`src/rtl/pc_seq_pkg.sv`:
```
// Shared types, default vectors and target-address helpers for the PC sequencer.
package pc_seq_pkg;

  typedef enum logic [1:0] {
    ST_BOOT  = 2'd0,
    ST_FETCH = 2'd1,
    ST_HOLD  = 2'd2
  } state_t;

  localparam logic [31:0] DEF_RESET_VECTOR = 32'h0000_0000;
  localparam logic [31:0] DEF_EXC_VECTOR   = 32'h8000_0180;

  // J-type target: region bits from the delay-slot address, word index below.
  function automatic logic [31:0] jump_target(input logic [31:0] pc_plus4,
                                              input logic [25:0] index);
    return {pc_plus4[31:28], index, 2'b00};
  endfunction

  // Branch target: sign-extended word offset added to pc+4, wrapping at 2^32.
  function automatic logic [31:0] branch_target(input logic [31:0] pc_plus4,
                                                input logic [15:0] off);
    logic [31:0] disp;
    disp = {{14{off[15]}}, off, 2'b00};
    return pc_plus4 + disp;
  endfunction

endpackage

```
`src/rtl/pc_seq_target_calc.sv`:
```
// Combinational next-PC selection and misaligned-JR detection.
module pc_target_calc
  import pc_seq_pkg::*;
#(
  parameter logic [31:0] EXC_VECTOR = DEF_EXC_VECTOR
) (
  input  logic        i_advance,
  input  logic [31:0] i_pc,
  input  logic [31:0] i_pc_plus4,
  input  logic        i_jump,
  input  logic [25:0] i_jump_index,
  input  logic        i_branch_taken,
  input  logic [15:0] i_branch_offset,
  input  logic        i_jr,
  input  logic [31:0] i_jr_target,
  output logic [31:0] o_next_pc,
  output logic        o_addr_err
);

  logic w_jr_misaligned;

  assign w_jr_misaligned = (i_jr_target[1:0] != 2'b00);

  // Priority mux: JR (trapping if misaligned) > J > taken branch > sequential.
  always_comb begin
    o_next_pc  = i_pc;
    o_addr_err = 1'b0;
    if (i_advance) begin
      if (i_jr) begin
        if (w_jr_misaligned) begin
          o_next_pc  = EXC_VECTOR;
          o_addr_err = 1'b1;
        end else begin
          o_next_pc = i_jr_target;
        end
      end else if (i_jump) begin
        o_next_pc = jump_target(i_pc_plus4, i_jump_index);
      end else if (i_branch_taken) begin
        o_next_pc = branch_target(i_pc_plus4, i_branch_offset);
      end else begin
        o_next_pc = i_pc_plus4;
      end
    end
  end

endmodule

```
`src/rtl/pc_sequencer.sv`:
```
// Program counter owner and instruction-fetch sequencer: fetches one word per
// cycle, parks a fetched word while decode stalls, and redirects on jumps,
// branches, JR and exceptions.
module pc_sequencer
  import pc_seq_pkg::*;
#(
  parameter logic [31:0] RESET_VECTOR = DEF_RESET_VECTOR,
  parameter logic [31:0] EXC_VECTOR   = DEF_EXC_VECTOR
) (
  input  logic        clk,
  input  logic        reset_n,
  output logic        imem_req,
  output logic [31:0] imem_addr,
  input  logic        imem_ack,
  input  logic [31:0] imem_rdata,
  output logic        instr_valid,
  output logic [31:0] instr,
  output logic [31:0] pc,
  output logic [31:0] pc_plus4,
  input  logic        stall,
  input  logic        jump,
  input  logic [25:0] jump_index,
  input  logic        branch_taken,
  input  logic [15:0] branch_offset,
  input  logic        jr,
  input  logic [31:0] jr_target,
  input  logic        exception,
  output logic        addr_err
);

  state_t      r_state;
  logic [31:0] r_pc;
  logic [31:0] r_instr_buf;

  logic        w_in_fetch;
  logic        w_in_hold;
  logic        w_advance;
  logic [31:0] w_pc_plus4;
  logic [31:0] w_next_pc;
  logic        w_addr_err;

  assign w_in_fetch = (r_state == ST_FETCH);
  assign w_in_hold  = (r_state == ST_HOLD);
  assign w_pc_plus4 = r_pc + 32'd4;

  // An exception kills whatever instruction would be presented this cycle.
  assign instr_valid = !exception &&
                       ((w_in_fetch && imem_ack && !stall) || w_in_hold);
  assign w_advance   = instr_valid && !stall;

  assign imem_req  = w_in_fetch;
  assign imem_addr = r_pc;
  assign pc        = r_pc;
  assign pc_plus4  = w_pc_plus4;
  assign instr     = w_in_hold  ? r_instr_buf :
                     w_in_fetch ? imem_rdata  : 32'h0;
  assign addr_err  = w_addr_err;

  pc_target_calc #(
    .EXC_VECTOR (EXC_VECTOR)
  ) u_target_calc (
    .i_advance       (w_advance),
    .i_pc            (r_pc),
    .i_pc_plus4      (w_pc_plus4),
    .i_jump          (jump),
    .i_jump_index    (jump_index),
    .i_branch_taken  (branch_taken),
    .i_branch_offset (branch_offset),
    .i_jr            (jr),
    .i_jr_target     (jr_target),
    .o_next_pc       (w_next_pc),
    .o_addr_err      (w_addr_err)
  );

  // Fetch FSM, PC register and stall buffer.
  always_ff @(posedge clk or negedge reset_n) begin
    if (!reset_n) begin
      r_state     <= ST_BOOT;
      r_pc        <= RESET_VECTOR;
      r_instr_buf <= 32'h0;
    end else begin
      case (r_state)
        ST_BOOT: begin
          r_state <= ST_FETCH;
        end
        ST_FETCH: begin
          if (exception) begin
            r_pc <= EXC_VECTOR;
          end else if (imem_ack) begin
            if (stall) begin
              r_instr_buf <= imem_rdata;
              r_state     <= ST_HOLD;
            end else begin
              r_pc <= w_next_pc;
            end
          end
        end
        ST_HOLD: begin
          if (exception) begin
            r_pc    <= EXC_VECTOR;
            r_state <= ST_FETCH;
          end else if (!stall) begin
            r_pc    <= w_next_pc;
            r_state <= ST_FETCH;
          end
        end
        default: begin
          r_state <= ST_BOOT;
        end
      endcase
    end
  end

endmodule
```
`config.mk`:
```
export PLATFORM = sky130hd
export DESIGN_NAME = pc_sequencer
export DESIGN_NICKNAME = d
export VERILOG_FILES = /design/src/rtl/pc_seq_pkg.sv /design/src/rtl/pc_seq_target_calc.sv /design/src/rtl/pc_sequencer.sv
export SDC_FILE = /design/constraint.sdc
export NUM_CORES = 1
export LEC_CHECK = 0
export BUFFER_PORTS_ARGS = -buffer_cell sky130_fd_sc_hd__buf_4
export CAP_MARGIN = 5
export CORE_AREA = 8 8 117 119
export CTS_CLUSTER_DIAMETER = 40
export DETAILED_ROUTE_END_ITERATION = 6
export DIE_AREA = 0 0 125 127
export PLACE_DENSITY = 0.91
export SYNTH_ARGS = -nofsm -noshare
export SYNTH_HDL_FRONTEND = slang
export SYNTH_SLANG_ARGS = --single-unit
```
`constraint.sdc`:
```
create_clock -name clk -period 5.75 [get_ports clk]
set_input_delay 1.4375 -clock clk [delete_from_list [all_inputs] [get_ports clk]]
set_output_delay 1.4375 -clock clk [all_outputs]
set_load 0.03 [all_outputs]
```
== Word-level counts from Yosys, hierarchy flattened ==
Cells that the tools add are included.
Operators by class
  $lt $le $gt $ge: 0
  shifts and indexed selects: 0
  equal/unequal tests: 7
  divide/modulo/power cells: 0
  multiply operators: 0
  multiplexer cells: 21
  $add $sub $neg: 2
  reduce and logical (&&, ||, !) cells: 13
  bitwise operators: 1
Operator list (number)
  two-way mux 32 bit: 11
  one-hot mux 32 bit (2 select lines): 1
  adder 32 x 3 -> 32 bit (second input constant): 1
  adder 32 bit: 1
  two-way mux 2 bit: 5
  AND reduction 4 bit: 2
  inequality test 2 bit (second input constant): 3
  inequality test 3 bit (second input constant): 2
  one-hot mux 2 bit (3 select lines): 1
  logical AND 1 bit: 4
  nonzero test 2 bit: 2
  two-way mux 1 bit: 3
  == test 2 x 1 -> 1 bit (second input constant): 1
  == test 2 bit (second input constant): 1
  logical NOT 1 bit: 2
  logical NOT 2 bit: 1
  AND reduction 2 bit: 1
  logical OR 1 bit: 1
  inverter 1 bit: 1
Storage, ports and cells
  flip-flop bits (word level): 66
  bits in read-only memories: 0
  RAM bits: 0
  memories: 0
  latch bits: 0

== Logic depth before layout (Yosys ltp) ==
Gate-level depths: netlist of run 1.
  word-level depth: 11
  depth in mapped cells: 18
  mapped depth without buffers: 17

== Cells and area by module ==
Synthesis of run 1 repeated with hierarchy kept, for this count alone.
Second synthesis, totals
  cell total of the unflattened synthesis: 756
  area, all modules: 6516.2 sq um
Modules (own cells, without submodules)
  pc_sequencer: times used 1, cells each 357, area each 3967.6 sq um, seq. area each 1651.6 sq um
  pc_target_calc: times used 1, cells each 399, area each 2548.7 sq um, seq. area each 0.0 sq um

== Least setup slack after synthesis of run 1 ==
Ideal clock, no wire load.
  path kind: input-to-output
  start point: input imem_ack
  end point: output addr_err
  cell stages on the path: 5
  arrival time: 3.158 ns
  path slack: 1.155 ns
  cell sequence: nand2_1 -> nor2_1 -> nor2_1 -> nor2_1 -> nor4b_1
Between the ends
  longest elaborated chain between the ends: 6
RTL lines
  from (decl): RTL line pc_sequencer.sv:14  | input logic imem_ack,
  logical AND 1 bit (2 in series): RTL line pc_sequencer.sv:48  | ((w_in_fetch && imem_ack && !stall) || w_in_hold);
  logical OR 1 bit: RTL line pc_sequencer.sv:48
  logical AND 1 bit: RTL line pc_sequencer.sv:47  | assign instr_valid = !exception &&
  named net instr_valid: RTL line pc_sequencer.sv:16  | output logic instr_valid,
  logical AND 1 bit: RTL line pc_sequencer.sv:49  | assign w_advance = instr_valid && !stall;
  two-way mux 1 bit: RTL line pc_seq_target_calc.sv:28  | if (i_advance) begin
  to (decl): RTL line pc_sequencer.sv:28  | output logic addr_err
The timed path passes the listed nets, and every way through them passes these cells.

== Final worst setup path of run 1 ==
  start point: register r_pc[2], in the netlist imem_addr[2]
  end point: register r_pc[31], in the netlist imem_addr[31]
Between the ends
  longest elaborated chain between the ends: 10
  elaborated cells on any way between the ends: 11
  those cells by class: 2 x add/sub; 9 x mux
RTL lines
  from (decl): RTL line pc_sequencer.sv:32  | logic [31:0] r_pc;
  from (signal assigned): RTL line pc_sequencer.sv:94  | r_pc <= w_next_pc;
  from (signal assigned): RTL line pc_sequencer.sv:103  | r_pc <= w_next_pc;
  adder 32 x 3 -> 32 bit (*): RTL line pc_sequencer.sv:44  | assign w_pc_plus4 = r_pc + 32'd4;
  adder 32 bit: RTL line pc_seq_pkg.sv:24  | return pc_plus4 + disp;
  two-way mux 32 bit: RTL line pc_seq_target_calc.sv:38  | end else if (i_branch_taken) begin
  two-way mux 32 bit (*): RTL line pc_seq_target_calc.sv:36  | end else if (i_jump) begin
  two-way mux 32 bit (*): RTL line pc_seq_target_calc.sv:29  | if (i_jr) begin
  two-way mux 32 bit (*): RTL line pc_seq_target_calc.sv:28
  two-way mux 32 bit (*): RTL line pc_sequencer.sv:90, pc_sequencer.sv:102
  two-way mux 32 bit: RTL line pc_sequencer.sv:89  | end else if (imem_ack) begin
  two-way mux 32 bit: RTL line pc_sequencer.sv:87  | if (exception) begin
  one-hot mux 32 bit (2 select lines) (*): RTL line pc_sequencer.sv:82  | case (r_state)
Mark *: on every way between the ends. The rest lies on a longest branch, timed or not. The select of a mux whose other input is x is not followed.
A chain may end at the register's enable or synchronous reset.

==> flow_summary.yaml, run 1 <==
status:
  status: "complete, no violations"
floorplan:
  start_util: 0.529
  num_io_pins: 245
  dieArea_sq_um: 15900
  die_x_um: 125
  core_region_area_sq_um: 11800
  die_h_um: 127
  fp-row-count: 40
clock_network:
  h-tree-depth: 3
  cts_tree: "done"
  cts_hold_buf: 0
  cts.root.buffer_cell: "clkbuf_16"
  cts_buffers: 9
  clkTransAtPathRegs_ps: 60
  post_cts_buffers: 0
  cts_resized: 0
  clock_latency_ps: 330
  cts_max_path_buffers: 2
  cts_sinks: 66
routing:
  vias: 6711
  drt_pre_antenna_iters: 6
  final_antenna_net_count: 0
  drc: 0
  wire_per_inst_um: 21.4
  via_per_inst: 6.11
  drt_iter0_markers: 765
  drt-total-wl_mm: 23.5
synthesis:
  synth.area.top_cells: "dfrtp_1 26%, ha_1 7.8%, a21oi_1 7.4%, mux2_2 5.9%, a22o_1 4.6%"
  syn_area_sq_um: 6250
  synth-edff-count: 0
  synthArstFlopShare: 1.00
  syn_nets: 911
  yosysUniqueCellTypes: 69
  yosys_register_bits: 66
  seq_area_frac_synth: 0.264
  synth.top_cell.area_share: 0.264
  yosysTopAreaCell: "dfrtp_1"
  synth_flop_cell: "dfrtp_1"
  yosysWarnings: 0
  syn_inst: 757
  syn_avg_cell_area_sq_um: 8.25
timing:
  setup-tns-final_ps: 0
  setup_violations: 0
  slew_headroom: 0.272
  period_minus_slack_ps: 4460
  period_share: 0.775
  skew_ps: 10.2
  tightest_slew_ps: 1090
  max_freq_ghz: 0.224
  final_max_slew_viol_count: 0
  rsz0062_at_grt: "false"
  final-hold-violation-count: 0
critical_path:
  crit_path_start_kind: "flip-flop"
  critical_path_required_ps: 5970
  cp_max_fo: 8
  end_kind: "flip-flop"
  critical_path_class: "reg2reg"
  arrival_ps: 4670
placement:
  portBuffers: 244
  routabilityCongestion: 1.00
  dp_hpwl_mm: 18.2
  placed_cell_area_sq_um: 7930
pwr:
  p_int_uw: 2360
  p_comb_frac: 0.682
  switchingPower_uw: 2590
  power.share.clock: 0.124
  total_leakage_power_uw: 0.00394
  p_sw_frac: 0.524
  ir_drop_uv: 331
  powerDensity_nw_per_um2: 598
  pwr-share-seq: 0.194
  p_total_uw: 4950
worst_hold_path:
  hold_class: "reg2reg"
grt:
  overflow: 0
  antenna_found_initial: 0
  grt_pass1_vias: 6717
  grt_pass1_wl_mm: 36.7
  grt_max_degree: 67
  grt_usage: 0.286
final_layout:
  num-nets-final: 1101
  area_growth_syn_to_layout_pct: 32.2
  final_common_cell: "buf_4"
  finalInstanceArea_sq_um: 8260
  final_layout_size_suffix_gt1_frac: 0.341
  antenna_cells: 0
  layout_common_cells: "252 x buf_4, 92 x a21oi_1, 67 x nor2_1"
flow_run:
  maxCapViolations: 0
[per-layer routing]
layer | track usage | routed length (um) | vias up | part of all wire
li1 | - | - | 3140 | -
met1 | 0.353 | 9620 | 3153 | 0.41
met2 | 0.476 | 11100 | 360 | 0.47
met3 | 0.0711 | 2060 | 58 | 0.088
met4 | 0.104 | 705 | 0 | 0.030
met5 | 0 | 0 | - | 0
[power by group through the flow]
stage / combinational [uW] / sequential (uW) / clock (uW)
after global placement: 3290 / 934 / 0
after CTS: 3350 / 948 / 620
after global routing: 3610 / 985 / 633
final: 3370 / 961 / 611
after floorplan: 2210 / 1060 / 0
after detailed placement: 3330 / 955 / 0
[through the flow]
| stage | instances | worst slack (ps) | hold WS [ps] | util |
|---|---|---|---|---|
| finish | 1099 | 1290 | 507 | 0.700 |
| global route | 1099 | 1130 | 524 | 0.700 |
| detailed placement | 1083 | 1590 | 495 | 0.672 |
| floorplan | 757 | 1150 | 481 | - |
| CTS | 1099 | 1440 | 508 | 0.700 |
| global placement | 1083 | 1720 | 487 | 0.672 |
[sequential cells by signal, summed over array words and instances, names as in the netlist]
name / cells
imem_addr: 32
r_instr_buf: 32
r_state: 2
[final timing paths]
check	start	end	slack, ps	depth (start not counted)
max reg2reg	imem_addr[2]	imem_addr[31]	1290	16
max in group asynchronous	reset_n	r_instr_buf[10]	3930	1
max	imem_addr[2]	imem_addr[31]	1290	16
min in group asynchronous	reset_n	r_instr_buf[21]	1230	1
min	r_instr_buf[22]	r_instr_buf[22]	510	1
min reg2reg	r_instr_buf[22]	r_instr_buf[22]	510	1
[cells by family after synthesis]
kind of cell               count (synthesis)  synth area share
AOI/OAI and AO/OA                        252             0.271
xor gates and xnor gates                  48            0.0697
adders and majority gates                 40            0.0813
buffers and inverters                     96            0.0797
DFF                                       66             0.264
muxes                                     35            0.0627
and+or+nand+nor                          220             0.172
[layout make-up]
class	instances	area (sq um)
Inverter	23	86.3
Clock buffer	10	239
Multi-Input combinational cell	595	4120
Timing Repair Buffer	252	1890
Clock inverter	6	90.1
Tap cell	147	184
Sequential cell	66	1650
Fill cell	1008	3550
[worst max-delay path: stages, from the launching register on]
cell	delay, ps
dfrtp_1	490
ha_1	270
inv_1	70
nor2_1	380
nand2_2	160
or3_4	420
nor2_1	120
xor2_1	240
ha_1	340
a21oi_1	300
o21bai_1	120
a2111oi_0	510
o21ai_0	210
nor3_1	220
o21ai_1	120
xnor2_1	160
o221a_1	200
[synth_stat cells, types with 6 or more instances]
cell	n
nand2b_1	7
clkbuf_1	29
o211ai_1	6
buf_4	34
nor2_1	68
a31oi_1	12
nand2_1	62
nor3_1	14
nand3_1	18
mux2_2	33
nand4_1	10
o21ai_0	28
nor2b_1	6
dfrtp_1	66
or3_1	8
xnor2_1	27
xor2_1	19
a21o_1	14
ha_1	39
inv_1	23
buf_2	8
a22o_1	33
a21oi_1	92
o31ai_1	10
o21a_1	7
Power figures use the tool's default switching activity.
==> inputs of run 2 (changes only) <==
- CORE_AREA: 8 8 117 119 -> 8 8 126 128
- DIE_AREA: 0 0 125 127 -> 0 0 134 136
- PLACE_DENSITY: 0.91 -> 0.83
- clock period: 5.75 -> 3.6 ns (I/O delays scaled with it)
==> flow_summary.yaml, run 2 (synthesized netlist as in run 1, its figures left out) <==
worst_hold_path:
  hp-start: "r_instr_buf[7]"
  hold_class: "reg2reg"
  hold_depth: 1
  min_to: "r_instr_buf[7]"
critical_path:
  crit_path_top_delay_cell: "a2111oi_4"
  r2r_slack_ps: 20
  cp_slowest_stage_delay_ps: 460
  critical_path_buf_inv_count: 1
  cp_max_fo: 6
  critical_path_required_ps: 3830
  critical_path_class: "reg2reg"
  cp_top_family: "simple AND/OR/NAND/NOR gates"
  worstReg2RegEnd: "imem_addr[22]"
  reg2reg_depth: 16
  end_kind: "flip-flop"
  crit_path_start_kind: "flip-flop"
  arrival_ps: 3800
  reg2reg_from: "imem_addr[3]"
  crit_top_cell: "ha_4"
  crit_chain: "ha_4 > inv_1 > nor2_4 > nand4_1 > or2_4 > xnor2_4 > ha_4 > nand2_1 > and4bb_1 > o31ai_4 > a2111oi_4 > or3_1 > xnor2_1 > o211ai_1 > a21oi_1 > o31ai_2"
pwr:
  pwr-share-seq: 0.162
  p_sw_frac: 0.506
  p_comb_frac: 0.728
  p_int_uw: 4290
  switchingPower_uw: 4400
  power.share.clock: 0.110
  ir_drop_uv: 467
  powerDensity_nw_per_um2: 935
  p_total_uw: 8680
  total_leakage_power_uw: 0.00437
flow_run:
  maxCapViolations: 0
final_layout:
  num-nets-final: 1168
  final_common_cell: "buf_4"
  area_growth_syn_to_layout_pct: 48.6
  final.fill_count: 1178
  antenna_cells: 0
  layout_common_cells: "318 x buf_4, 85 x a21oi_1, 60 x nor2_1"
  finalInstanceArea_sq_um: 9290
  final_layout_size_suffix_gt1_frac: 0.458
clock_network:
  cts.root.buffer_cell: "clkbuf_16"
  cts_buffers: 9
  h-tree-depth: 3
  clkTransAtPathRegs_ps: 60
  cts_sinks: 66
  cts_tree: "done"
  cts_max_path_buffers: 2
  clock_latency_ps: 320
timing:
  holdWs_ps: 509
  setup_violations: 0
  final-hold-violation-count: 0
  tightest_slew_ps: 871
  max_freq_ghz: 0.280
  slew_headroom: 0.419
  setup-tns-final_ps: 0
  layout_setup_ws_ps: 24.0
  rsz0062_at_grt: "true"
  period_share: 0.993
  period_minus_slack_ps: 3580
  skew_ps: 6.53
  final_max_slew_viol_count: 0
grt:
  grt_usage: 0.262
  antenna_found_initial: 0
  grt_pass1_vias: 7109
  overflow: 0
  grt_max_degree: 67
  grt_pass1_wl_mm: 38.2
floorplan:
  start_util: 0.445
  die_h_um: 136
  num_io_pins: 245
  dieArea_sq_um: 18200
  core_region_area_sq_um: 14000
  fp-row-count: 44
  die_x_um: 134
routing:
  final_antenna_net_count: 0
  drt_iter0_markers: 485
  wire_per_inst_um: 21.1
  drt_pre_antenna_iters: 5
  vias: 7010
  via_per_inst: 5.83
  drc: 0
  drt-total-wl_mm: 25.4
placement:
  dp_hpwl_mm: 19.7
  pre_cts_slack_ps: -61.1
  portBuffers: 244
  routabilityCongestion: 0.962
  placed_cell_area_sq_um: 8700
status:
  status: "complete, no violations"
==> run 2: worst reg2reg max path: stages (launching register included) <==
cell       delay (ps)
dfrtp_2           410
ha_4              160
inv_1              60
nor2_4            160
nand4_1           160
or2_4             300
xnor2_4           140
ha_4              300
nand2_1            90
and4bb_1          310
o31ai_4           120
a2111oi_4         460
or3_1             190
xnor2_1            70
o211ai_1          210
a21oi_1           120
o31ai_2           220
==> run 2: worst max path at each step <==
stage	start	end	slack, ps	cells past startpoint
6_report	imem_addr[3]	imem_addr[22]	20	16
5_1_grt	imem_addr[8]	imem_addr[31]	-160	17
4_1_cts	imem_addr[2]	imem_addr[22]	10	16
3_5_place_dp	imem_addr[3]	imem_addr[30]	-60	16
3_3_place_gp	imem_addr[3]	imem_addr[31]	40	16
2_1_floorplan	imem_addr[15]	imem_addr[31]	-50	16
==> run 2: power by group through the flow <==
stage                     registers [uW]  logic (uW)  clock network (uW)
after floorplan                     1770        3660                   0
after global placement              1380        6010                   0
after detailed placement            1410        6040                   0
after CTS                           1390        6110                 964
after global routing                1450        6730                 994
final                               1410        6320                 957
==> run 2: per-layer routing <==
metal,routed length (um),GRT usage,vias to the layer above
li1,-,-,3250
met1,10100,0.312,3382
met2,12800,0.467,329
met3,1810,0.0495,49
met4,718,0.0848,0
met5,0,0,-
==> run 2: layout make-up <==
cell class                      count  area (sq um)  area share
Clock buffer                       10           239      0.0257
Clock inverter                      6          90.1     0.00970
Inverter                           23          86.3     0.00930
Multi-Input combinational cell    595          4560       0.491
Sequential cell                    66          1670       0.180
Tap cell                          184           230      0.0248
Timing Repair Buffer              319          2410       0.259
==> run 2: through the flow <==
step,utilization,cells
2_1_floorplan,-,757
3_3_place_gp,0.620,1174
3_5_place_dp,0.620,1174
4_1_cts,0.645,1191
5_1_grt,0.662,1203
6_report,0.662,1203
==> run 2: repair_timing <==
action                     in CTS  in global routing
pin swaps                       1                 10
gates resized for setup         5                 34
setup endpoints to repair       4                 16
buffers inserted                1                 12
hold buffers                    0                  0
==> inputs of run 3 (changes only) <==
==> constraint.sdc (replaced) <==
create_clock -name clk -period 3.6 [get_ports clk]
set_input_delay 0.54 -clock clk [delete_from_list [all_inputs] [get_ports clk]]
set_output_delay 0.54 -clock clk [all_outputs]
set_load 0.05 [all_outputs]
==> flow_summary.yaml, run 3 (synthesized netlist as in run 1, its figures left out) <==
timing:
  tightest_slew_ps: 845
  layout_setup_ws_ps: 62.8
  final-hold-violation-count: 0
  skew_ps: 5.74
  max_freq_ghz: 0.283
  slew_headroom: 0.437
  period_minus_slack_ps: 3540
  rsz0062_at_grt: "true"
  period_share: 0.983
  final_max_slew_viol_count: 0
  setup-tns-final_ps: 0
  setup_violations: 0
critical_path:
  crit_path_start_kind: "flip-flop"
  worstReg2RegEnd: "imem_addr[22]"
  critical_path_required_ps: 3840
  r2r_slack_ps: 60
  reg2reg_from: "imem_addr[2]"
  reg2reg_depth: 17
  cp_max_fo: 5
  startpoint: "imem_addr[2]"
  arrival_ps: 3780
  critical_path_class: "reg2reg"
  end_kind: "flip-flop"
  cp-endpoint: "imem_addr[22]"
placement:
  portBuffers: 244
  routabilityCongestion: 0.951
  pre_cts_slack_ps: -89.1
  placed_cell_area_sq_um: 8820
  dp_hpwl_mm: 19.8
  dpl.cell_count: 1196
clock_network:
  cts.root.buffer_cell: "clkbuf_16"
  clock_latency_ps: 330
  clkTransAtPathRegs_ps: 50
  cts_tree: "done"
  h-tree-depth: 3
  cts_max_path_buffers: 2
  cts_sinks: 66
  cts_hold_buf: 0
  cts_buffers: 9
routing:
  via_per_inst: 5.79
  final_antenna_net_count: 0
  wire_per_inst_um: 21.0
  vias: 7092
  drt-total-wl_mm: 25.7
  drc: 0
  drt_iter0_markers: 597
  drt_pre_antenna_iters: 5
final_layout:
  final_layout_size_suffix_gt1_frac: 0.477
  area_growth_syn_to_layout_pct: 52.8
  instances_no_fill: 1224
  finalInstanceArea_sq_um: 9550
  final_common_cell: "buf_4"
  layout_common_cells: "337 x buf_4, 83 x a21oi_1, 60 x nor2_1"
  num-nets-final: 1189
  antenna_cells: 0
  utilization: 0.680
pwr:
  powerDensity_nw_per_um2: 1030
  total_leakage_power_uw: 0.00450
  ir_drop_uv: 636
grt:
  grt_pass1_wl_mm: 38.3
  grt_usage: 0.268
  grt_max_degree: 67
  overflow: 0
  grt_pass1_vias: 6971
  antenna_found_initial: 0
flow_run:
  maxCapViolations: 0
worst_hold_path:
  hold_class: "in2async"
floorplan:
  core_region_area_sq_um: 14000
  die_x_um: 134
  fp-row-count: 44
  die_h_um: 136
  dieArea_sq_um: 18200
  start_util: 0.445
  num_io_pins: 245
status:
  status: "complete, no violations"
run 3: final cells by class:
cell class                      count  area, sq um
Clock buffer                        9          225
Clock inverter                      7         93.8
Fill cell                        1116         4490
Inverter                           23         86.3
Multi-Input combinational cell    595         4680
Sequential cell                    66         1670
Tap cell                          184          230
Timing Repair Buffer              340         2560
run 3: through the flow:
step                hold slack [ps]  total power, uW
CTS                             343             9520
floorplan                       244             6380
global placement                487             8480
global route                    390            10400
detailed placement              495             8540
finish                          312             9880
run 3: power by group:
part	switching [uW]	internal [uW]	leakage (uW)
clock network	331	604	0.000151
logic	4850	2730	0.00355
registers	264	1100	0.000798
total	5450	4430	0.00450
run 3: what timing repair did:
| action | 4_1_cts | 5_1_grt |
|---|---|---|
| resized for setup | 1 | 64 |
| buffers inserted | 1 | 11 |
| hold endpoints to repair | 0 | 0 |
| endpoints found under the setup margin | 5 | 16 |
| pin swaps | 3 | 35 |
run 3: how the worst min path moves through the flow:
stage | from | depth (start not counted) | to | slack, ps
floorplan | reset_n | 0 | imem_addr[0] | 240
global placement | r_instr_buf[20] | 1 | r_instr_buf[20] | 490
detailed placement | r_instr_buf[0] | 1 | r_instr_buf[0] | 490
CTS | reset_n | 1 | r_instr_buf[30] | 340
global route | reset_n | 1 | r_instr_buf[28] | 390
finish | reset_n | 1 | imem_addr[14] | 310
run 3: layer usage:
layer,share of wire,routed length [um],vias to the layer above,track usage
li1,-,-,3292,-
met3,0.074,1890,71,0.0425
met2,0.47,12100,358,0.441
met1,0.42,10700,3371,0.346
met5,0,0,-,0
met4,0.038,988,0,0.111
run 3: worst max-delay path, cell delays in order (launching register included):
cell and delay (ps):
dfrtp_2 390, ha_4 140, inv_1 60, nor2_4 120
buf_6 130, nand4_1 110, or2_4 280, xnor2_4 160
ha_4 310, nand2_2 90, and4bb_1 320, o31ai_4 120
a2111oi_4 410, or3_1 180, xnor2_1 80, o211ai_1 240
a21oi_2 100, o31ai_2 220
